$ cat src/rtl/uart_pkg.sv
// Shared constants for the configurable UART receiver: state encoding,
// parity modes, oversampling counts and the majority-vote helper.
package uart_pkg;

    localparam logic [2:0] ST_IDLE      = 3'd0;
    localparam logic [2:0] ST_START     = 3'd1;
    localparam logic [2:0] ST_DATA      = 3'd2;
    localparam logic [2:0] ST_PARITY    = 3'd3;
    localparam logic [2:0] ST_STOP      = 3'd4;
    localparam logic [2:0] ST_WAIT_HIGH = 3'd5;

    typedef enum logic [2:0] {
        StIdle     = ST_IDLE,
        StStart    = ST_START,
        StData     = ST_DATA,
        StParity   = ST_PARITY,
        StStop     = ST_STOP,
        StWaitHigh = ST_WAIT_HIGH
    } rx_state_e;

    localparam int unsigned PAR_NONE = 0;
    localparam int unsigned PAR_ODD  = 1;
    localparam int unsigned PAR_EVEN = 2;

    // Oversample counts within one 16-strobe bit time
    localparam logic [3:0] CNT_S6   = 4'd6;
    localparam logic [3:0] CNT_S7   = 4'd7;
    localparam logic [3:0] CNT_S8   = 4'd8;
    localparam logic [3:0] CNT_LAST = 4'd15;

    function automatic logic maj3(input logic a, input logic b, input logic c);
        return (a & b) | (a & c) | (b & c);
    endfunction

endpackage

$ cat src/rtl/uart_rx_sampler.sv
// Input synchroniser and 3-sample majority vote for the UART receiver.
// Samples 6 and 7 are held; sample 8 is the live synchronised value, so
// maj_o is valid on the strobe that sees count 8.
module uart_rx_sampler
    import uart_pkg::*;
(
    input  logic       clk_i,
    input  logic       rst_ni,
    input  logic       brg_stb_i,
    input  logic [3:0] brg_cnt_i,
    input  logic       din_i,
    output logic       rxd_o,
    output logic       maj_o
);

    logic [1:0] sync_q;
    logic       s6_q;
    logic       s7_q;

    // Two-flop synchroniser, resets to the idle-high line level
    always_ff @(posedge clk_i) begin
        if (!rst_ni) begin
            sync_q <= 2'b11;
        end else begin
            sync_q <= {sync_q[0], din_i};
        end
    end

    assign rxd_o = sync_q[1];

    // Capture the early samples of the bit on their strobes
    always_ff @(posedge clk_i) begin
        if (!rst_ni) begin
            s6_q <= 1'b1;
            s7_q <= 1'b1;
        end else if (brg_stb_i) begin
            if (brg_cnt_i == CNT_S6) s6_q <= rxd_o;
            if (brg_cnt_i == CNT_S7) s7_q <= rxd_o;
        end
    end

    assign maj_o = maj3(s6_q, s7_q, rxd_o);

endmodule

$ cat src/rtl/uart_rx_cfg.sv
// Configurable 16x-oversampling UART receiver: data width, parity mode and
// stop-bit count are parameters. Reports parity, framing and break status.
module uart_rx_cfg
    import uart_pkg::*;
#(
    parameter int unsigned DATA_BITS = 8,
    parameter int unsigned PARITY    = 0,
    parameter int unsigned STOP_BITS = 1
) (
    input  logic                 clk_i,
    input  logic                 rst_ni,
    input  logic                 brg_stb_i,
    input  logic                 din_i,
    output logic [DATA_BITS-1:0] dout_o,
    output logic                 done_stb_o,
    output logic                 parity_err_o,
    output logic                 frame_err_o,
    output logic                 break_o
);

    localparam logic [3:0] LAST_BIT  = 4'(DATA_BITS - 1);
    localparam logic       LAST_STOP = (STOP_BITS == 2) ? 1'b1 : 1'b0;

    rx_state_e            state_q;
    logic [3:0]           cnt_q;
    logic [3:0]           bit_q;
    logic                 stop_q;
    logic [DATA_BITS-1:0] shreg_q;
    logic                 par_err_q;
    logic                 ferr_q;
    logic                 one_q;   // any data/parity/stop majority was 1
    logic [DATA_BITS-1:0] dout_q;
    logic                 done_q;
    logic                 perr_out_q;
    logic                 ferr_out_q;
    logic                 brk_out_q;

    logic rxd;
    logic maj;
    logic s8;
    logic s15;
    logic par_exp;

    uart_rx_sampler u_sampler (
        .clk_i     (clk_i),
        .rst_ni    (rst_ni),
        .brg_stb_i (brg_stb_i),
        .brg_cnt_i (cnt_q),
        .din_i     (din_i),
        .rxd_o     (rxd),
        .maj_o     (maj)
    );

    assign s8      = brg_stb_i && (cnt_q == CNT_S8);
    assign s15     = brg_stb_i && (cnt_q == CNT_LAST);
    assign par_exp = (PARITY == PAR_EVEN) ? ^shreg_q : ~^shreg_q;

    // Frame FSM with shift register, error tracking and registered outputs
    always_ff @(posedge clk_i) begin
        if (!rst_ni) begin
            state_q    <= StIdle;
            cnt_q      <= 4'd0;
            bit_q      <= 4'd0;
            stop_q     <= 1'b0;
            shreg_q    <= '0;
            par_err_q  <= 1'b0;
            ferr_q     <= 1'b0;
            one_q      <= 1'b0;
            dout_q     <= '0;
            done_q     <= 1'b0;
            perr_out_q <= 1'b0;
            ferr_out_q <= 1'b0;
            brk_out_q  <= 1'b0;
        end else begin
            done_q <= 1'b0;
            if (brg_stb_i) cnt_q <= cnt_q + 4'd1;
            case (state_q)
                StIdle: begin
                    // Start edge needs no strobe; counting restarts here
                    if (!rxd) begin
                        cnt_q     <= 4'd0;
                        bit_q     <= 4'd0;
                        stop_q    <= 1'b0;
                        par_err_q <= 1'b0;
                        ferr_q    <= 1'b0;
                        one_q     <= 1'b0;
                        state_q   <= StStart;
                    end
                end
                StStart: begin
                    if (s8 && maj) begin
                        state_q <= StIdle;
                    end else if (s15) begin
                        bit_q   <= 4'd0;
                        state_q <= StData;
                    end
                end
                StData: begin
                    if (s8) begin
                        shreg_q <= {maj, shreg_q[DATA_BITS-1:1]};
                        if (maj) one_q <= 1'b1;
                    end
                    if (s15) begin
                        if (bit_q == LAST_BIT) begin
                            state_q <= (PARITY != PAR_NONE) ? StParity : StStop;
                        end else begin
                            bit_q <= bit_q + 4'd1;
                        end
                    end
                end
                StParity: begin
                    if (s8) begin
                        par_err_q <= maj ^ par_exp;
                        if (maj) one_q <= 1'b1;
                    end
                    if (s15) state_q <= StStop;
                end
                StStop: begin
                    if (s8) begin
                        if (!maj) ferr_q <= 1'b1;
                        if (maj) one_q <= 1'b1;
                        // Final stop bit: commit mid-bit so the next start edge is caught
                        if (stop_q == LAST_STOP) begin
                            dout_q     <= shreg_q;
                            perr_out_q <= par_err_q;
                            ferr_out_q <= ferr_q | ~maj;
                            brk_out_q  <= ~(one_q | maj);
                            done_q     <= 1'b1;
                            state_q    <= maj ? StIdle : StWaitHigh;
                        end
                    end else if (s15) begin
                        stop_q <= 1'b1;
                    end
                end
                StWaitHigh: begin
                    if (rxd) state_q <= StIdle;
                end
                default: state_q <= StIdle;
            endcase
        end
    end

    assign dout_o       = dout_q;
    assign done_stb_o   = done_q;
    assign parity_err_o = perr_out_q;
    assign frame_err_o  = ferr_out_q;
    assign break_o      = brk_out_q;

endmodule

$ cat config.mk
export PLATFORM = sky130hd
export DESIGN_NAME = uart_rx_cfg
export DESIGN_NICKNAME = d
export VERILOG_FILES = /design/src/rtl/uart_pkg.sv /design/src/rtl/uart_rx_sampler.sv /design/src/rtl/uart_rx_cfg.sv
export SDC_FILE = /design/constraint.sdc
export NUM_CORES = 1
export LEC_CHECK = 0
export BUFFER_PORTS_ARGS = -buffer_cell sky130_fd_sc_hd__buf_2
export CORE_MARGIN = 3
export CORE_UTILIZATION = 61
export CTS_CLUSTER_SIZE = 40
export DETAILED_ROUTE_END_ITERATION = 16
export GPL_ROUTABILITY_DRIVEN = 0
export GPL_TIMING_DRIVEN = 1
export MAX_ROUTING_LAYER = met4
export PLACE_DENSITY_LB_ADDON = 0.1
export SLEW_MARGIN = 20
export SYNTH_ARGS = -nofsm -noshare
export SYNTH_HDL_FRONTEND = slang
export SYNTH_SLANG_ARGS = --single-unit
$ cat constraint.sdc
create_clock -name clk_i -period 2.6 [get_ports clk_i]
set_input_delay 0.13 -clock clk_i [delete_from_list [all_inputs] [get_ports clk_i]]
set_output_delay 0.13 -clock clk_i [all_outputs]
set_load 0.01 [all_outputs]
---- Yosys cells after proc, flatten, opt, wreduce, memory -nomap -nowiden ----
Index checks and enable logic that the tools add are counted.
cells by class
  order comparisons ....................... 0
  shift-type cells ........................ 0
  reduce and logical (&&, ||, !) cells .... 21
  $mul .................................... 0
  bitwise operators ....................... 11
  div/mod/pow operators ................... 0
  equal/unequal tests ..................... 27
  $add $sub $neg .......................... 2
  multiplexer cells ....................... 33
operator list
  kind                   number
  $mux W4                8
  $mux W3                10
  $ne A2 B2 Y1 const B   13
  $pmux W3 S6            1
  $eq A4 B3 Y1 const B   3
  $pmux W4 S3            1
  $reduce_and A4 Y1      3
  $mux W1                9
  $reduce_and A3 Y1      3
  $add A4 B1 Y4 const B  2
  $eq A4 B4 Y1 const B   2
  $pmux W1 S2            4
  $reduce_and A8 Y1      1
  $reduce_xnor A8 Y1     1
  $eq A3 B2 Y1 const B   2
  $eq A3 B3 Y1 const B   2
  $ne A2 B1 Y1 const B   3
  $reduce_and A2 Y1      3
  $reduce_and A6 Y1      1
  $reduce_bool A2 Y1     3
  $or A1 B1 Y1           4
  $and A1 B1 Y1          3
  $eq A3 B1 Y1 const B   1
  $logic_and A1 B1 Y1    3
  6 further kinds        8
storage, ports and cells
  bits in latches ......................... 0
  memories kept ........................... 0
  bits in registers ....................... 39
  memory bits (read-only) ................. 0
  memory bits (writable) .................. 0

---- Depth between registers and ports, before layout ----
  word-level depth ........................ 7
  depth in mapped cells ................... 7
  gate-level depth less buffers ........... 6

---- Hierarchy ----
A second synthesis with hierarchy kept.
unflattened totals
  cell total of the unflattened synthesis .. 186
  area, all modules ....................... 1780.5 sq um
modules (own cells, without submodules)
  module           times used  cells each  area each (sq um)
  uart_rx_cfg      1           172         1619.1
  uart_rx_sampler  1           14          161.4

---- Least setup slack after synthesis ----
Ideal clock, no wire load.
  path type ............................... reg-to-reg
  from .................................... reg cnt_q[0]
  to ...................................... reg brk_out_q, in the netlist break_o
  cell stages (with the launch flop) ...... 8
  data required time ...................... 2.484 ns
  clock period less this slack ............ 1.550 ns
  arrival ................................. 1.434 ns
  path slack .............................. 1.050 ns
  buffers on the path ..................... 1
  cell sequence ........................... dfxtp_1 > inv_1 > ha_1 > nand4b_4 > nor3_4 > buf_6 > mux2i_1 > nor2b_1
between the ends
  cells in the longest elaborated chain, start to end .. 3
RTL lines
  what                         line                RTL
  start, declared              uart_rx_cfg.sv:25   logic [3:0] cnt_q;
  start signal, assigned       uart_rx_cfg.sv:76   if (brg_stb_i) cnt_q <= cnt_q + 4'd1;
  $eq A4 B4 Y1                 uart_rx_cfg.sv:54   assign s8 = brg_stb_i && (cnt_q == CNT_S8);
  $logic_and A1 B1 Y1          uart_rx_cfg.sv:54
  $reduce_and A3 Y1 (no line)  --
  end signal, assigned         uart_rx_cfg.sv:127  brk_out_q <= ~(one_q | maj);
  end, declared                uart_rx_cfg.sv:36   logic brk_out_q;
No other way between the ends.
A chain may end at the register's enable or synchronous reset.

---- Worst setup path after layout ----
  from .................................... reg state_q[2]
  to ...................................... reg brk_out_q, in the netlist break_o
between the ends
  cells in the longest elaborated chain, start to end .. 2
RTL lines
  what                         line               RTL
  start, declared              uart_rx_cfg.sv:24  rx_state_e state_q;
  start signal, assigned       uart_rx_cfg.sv:61  state_q <= StIdle;
  start signal, assigned       uart_rx_cfg.sv:87  state_q <= StStart;
  start signal, assigned       uart_rx_cfg.sv:92  state_q <= StIdle;
  $eq A3 B3 Y1                 uart_rx_cfg.sv:77  case (state_q)
  $reduce_and A3 Y1 (no line)  --
No other way between the ends.

==> reports/qor.yml <==
status: "finished, final reports clean"
power_frac_clock: 0.402
slowest_delay_ns: 0.58
cts_tree: "done"
final_core_util: 0.724
tightest_slew_ns: 0.770
fin_crit_sh: 0.759
cts_setup_buffers: 0
h-tree-depth: 2
power.total_mw: 1.25
routed_wl_um: 3330
yosysSeqAreaShare: 0.419
yosys_warnings: 0
fillCellCount: 227
switching_share: 0.230
crit_fanout: 13
ioPinCount: 16
endpoint_kind: "register"
die_area_sq_um: 3750
start_kind: "register"
cts_root_buf: "clkbuf_4"
p_sw_mw: 0.287
power_frac_comb: 0.089
whs_path_depth: 3
netlist_instances: 185
vias: 1334
crit-reg2reg-launch: "state_q[2]"
clock_sinks: 39
seqPwrFrac: 0.509
cpMaxStageDelayCell: "nor3_4"
clk_latency_ns: 0.35
ctsLongestPathBuffers: 2
ys_seq_elements: 39
firstDrtPassIters: 4
drtIter0Drc: 43
yosysUniqueCellTypes: 46
finalHoldViolCount: 0
p_per_area_nw_per_um2: 609
path_class: "reg2reg"
crit_path_cell_trace: "or3b_4, nor3_4, mux2i_1, nor2b_1"
wl_per_cell_um: 14.4
ant_nets: 0
grt_pass1_wl_um: 5580
die_y_um: 61.3
setup_tns_ns: 0
netlist_area_sq_um: 1860
power.internal_mw: 0.960
drc: 0
antenna_found_initial: 0
start_util: 0.659
finalMaxSlewViolations: 0
required_ns: 2.85
post-route-min-period_ns: 1.97
cts.reportedPaths.clkPinSlew_ns: 0.12
portBuffers: 15
die_w_um: 61.3
grt_pass1_vias: 1192
hold_start: "brg_stb_i"
cap_violations: 0
skew_ns: 0.0113
hp-class: "in2reg"
ys.flop_type: "dfxtp_1"
rsz0062_at_grt: "false"
final_cell_mix: "dfxtp_1, mux2i_1, nor2b_1"
synth.avg_cell_area_sq_um: 10.1
area_growth_pct: 9.87
whs_endpoint: "cnt_q[0]"
async_flop_share: 0
reg2regPathDepth: 4
p_leak_nw: 0.763
rr_endpoint: "break_o"
hpwl_um: 2280
rows: 19
fmax_mhz: 507
grt_start_max_net_pins: 38
final_common_cell: "dfxtp_1"
synth_edf_count: 0
grtUsageTotal: 0.210
ir_drop_mv: 0.471
r2r_setup_slack_ns: 0.63
gr-total-overflow: 0
core_sq_um: 2830
fin_nets: 208
setup_viol: 0
via_per_inst: 5.75
layout-drive-gt1-share: 0.159
maxSlewHeadroom: 0.481
arrival_ns: 2.22
cts_buffers: 5
synth_fp_nets: 193
diodes: 0
through the flow:
| stage | instances | worst slack [ns] | area [sq um] | hold slack, ns |
|---|---|---|---|---|
| finish | 232 | 0.627 | 2050 | 0.177 |
| global route | 232 | 0.458 | 2050 | 0.177 |
| CTS | 232 | 0.616 | 2050 | 0.170 |
| detailed placement | 223 | 0.627 | 1940 | 0.318 |
| global placement | 223 | 0.700 | 1940 | 0.315 |
| floorplan | 185 | 1.05 | 1860 | 0.231 |
power groups by stage:
stage | clock network, mW | registers (mW) | logic [mW]
global placement | 0 | 0.648 | 0.104
CTS | 0.503 | 0.635 | 0.111
floorplan | 0 | 0.630 | 0.107
finish | 0.501 | 0.635 | 0.111
detailed placement | 0 | 0.649 | 0.109
global route | 0.536 | 0.639 | 0.122
layout make-up:
cell class	instances	area, sq um	share of cell area
Tap cell	31	38.8	0.0189
Clock inverter	2	60.1	0.0293
Timing Repair Buffer	16	85.1	0.0416
Clock buffer	6	41.3	0.0202
Multi-Input combinational cell	132	1020	0.498
Sequential cell	39	781	0.381
Inverter	6	22.5	0.0110
kinds of logic after synthesis:
| logic type | Yosys count | synth area share |
|---|---|---|
| and+or+nand+nor | 71 | 0.240 |
| DFF | 39 | 0.419 |
| AOI/OAI and AO/OA | 23 | 0.0954 |
| muxes | 23 | 0.124 |
| buffers and inverters | 14 | 0.0342 |
| xor gates and xnor gates | 10 | 0.0544 |
| adders and majority gates | 5 | 0.0329 |
synth_stat cells (4+ instances only):
master,count,area share
nand2b_1,6,0.020
nand2_1,11,0.022
nor2b_1,19,0.064
mux2i_1,23,0.12
ha_1,4,0.027
nand3_1,4,0.011
o21ai_0,4,0.011
dfxtp_1,39,0.42
clkbuf_1,4,0.0081
inv_1,6,0.012
nor2_1,11,0.022
xnor2_1,6,0.028
layer usage:
metal | vias to the layer above | GRT usage | part of all wire
li1 | 680 | - | -
met1 | 618 | 0.261 | 0.47
met2 | 32 | 0.331 | 0.48
met3 | 4 | 0.0692 | 0.044
met4 | 0 | 0.0464 | 0.0093
met5 | - | - | 0
worst max-delay path: cells and delay by family, from the launching register on:
family | cells | cell delay [ns]
AND/OR/NAND/NOR | 3 | 1.09
multiplexers | 1 | 0.28
flip-flops | 1 | 0.52
sequential cells by signal, indices dropped and copies added (netlist names):
register / flops
bit_q: 4
break_o: 1
cnt_q: 4
done_stb_o: 1
dout_o: 8
ferr_q: 1
frame_err_o: 1
one_q: 1
par_err_q: 1
parity_err_o: 1
shreg_q: 8
state_q: 3
stop_q: 1
u_sampler.s6_q: 1
u_sampler.s7_q: 1
u_sampler.sync_q: 2
what timing repair did:
item | in CTS | in global routing
gates resized for setup | 0 | 0
endpoints found under the hold margin | 1 | 0
hold buffers | 1 | 0
how the worst max path moves through the flow:
stage | startpoint | to | slack [ns] | cells after the start
5_1_grt | state_q[2] | dout_o[1] | 0.46 | 4
6_report | state_q[2] | break_o | 0.63 | 4
3_3_place_gp | state_q[2] | dout_o[2] | 0.70 | 4
4_1_cts | state_q[2] | break_o | 0.62 | 4
3_5_place_dp | state_q[2] | dout_o[1] | 0.63 | 4
2_1_floorplan | cnt_q[0] | break_o | 1.05 | 7
Note: power is estimated with default switching activity, not from simulation.
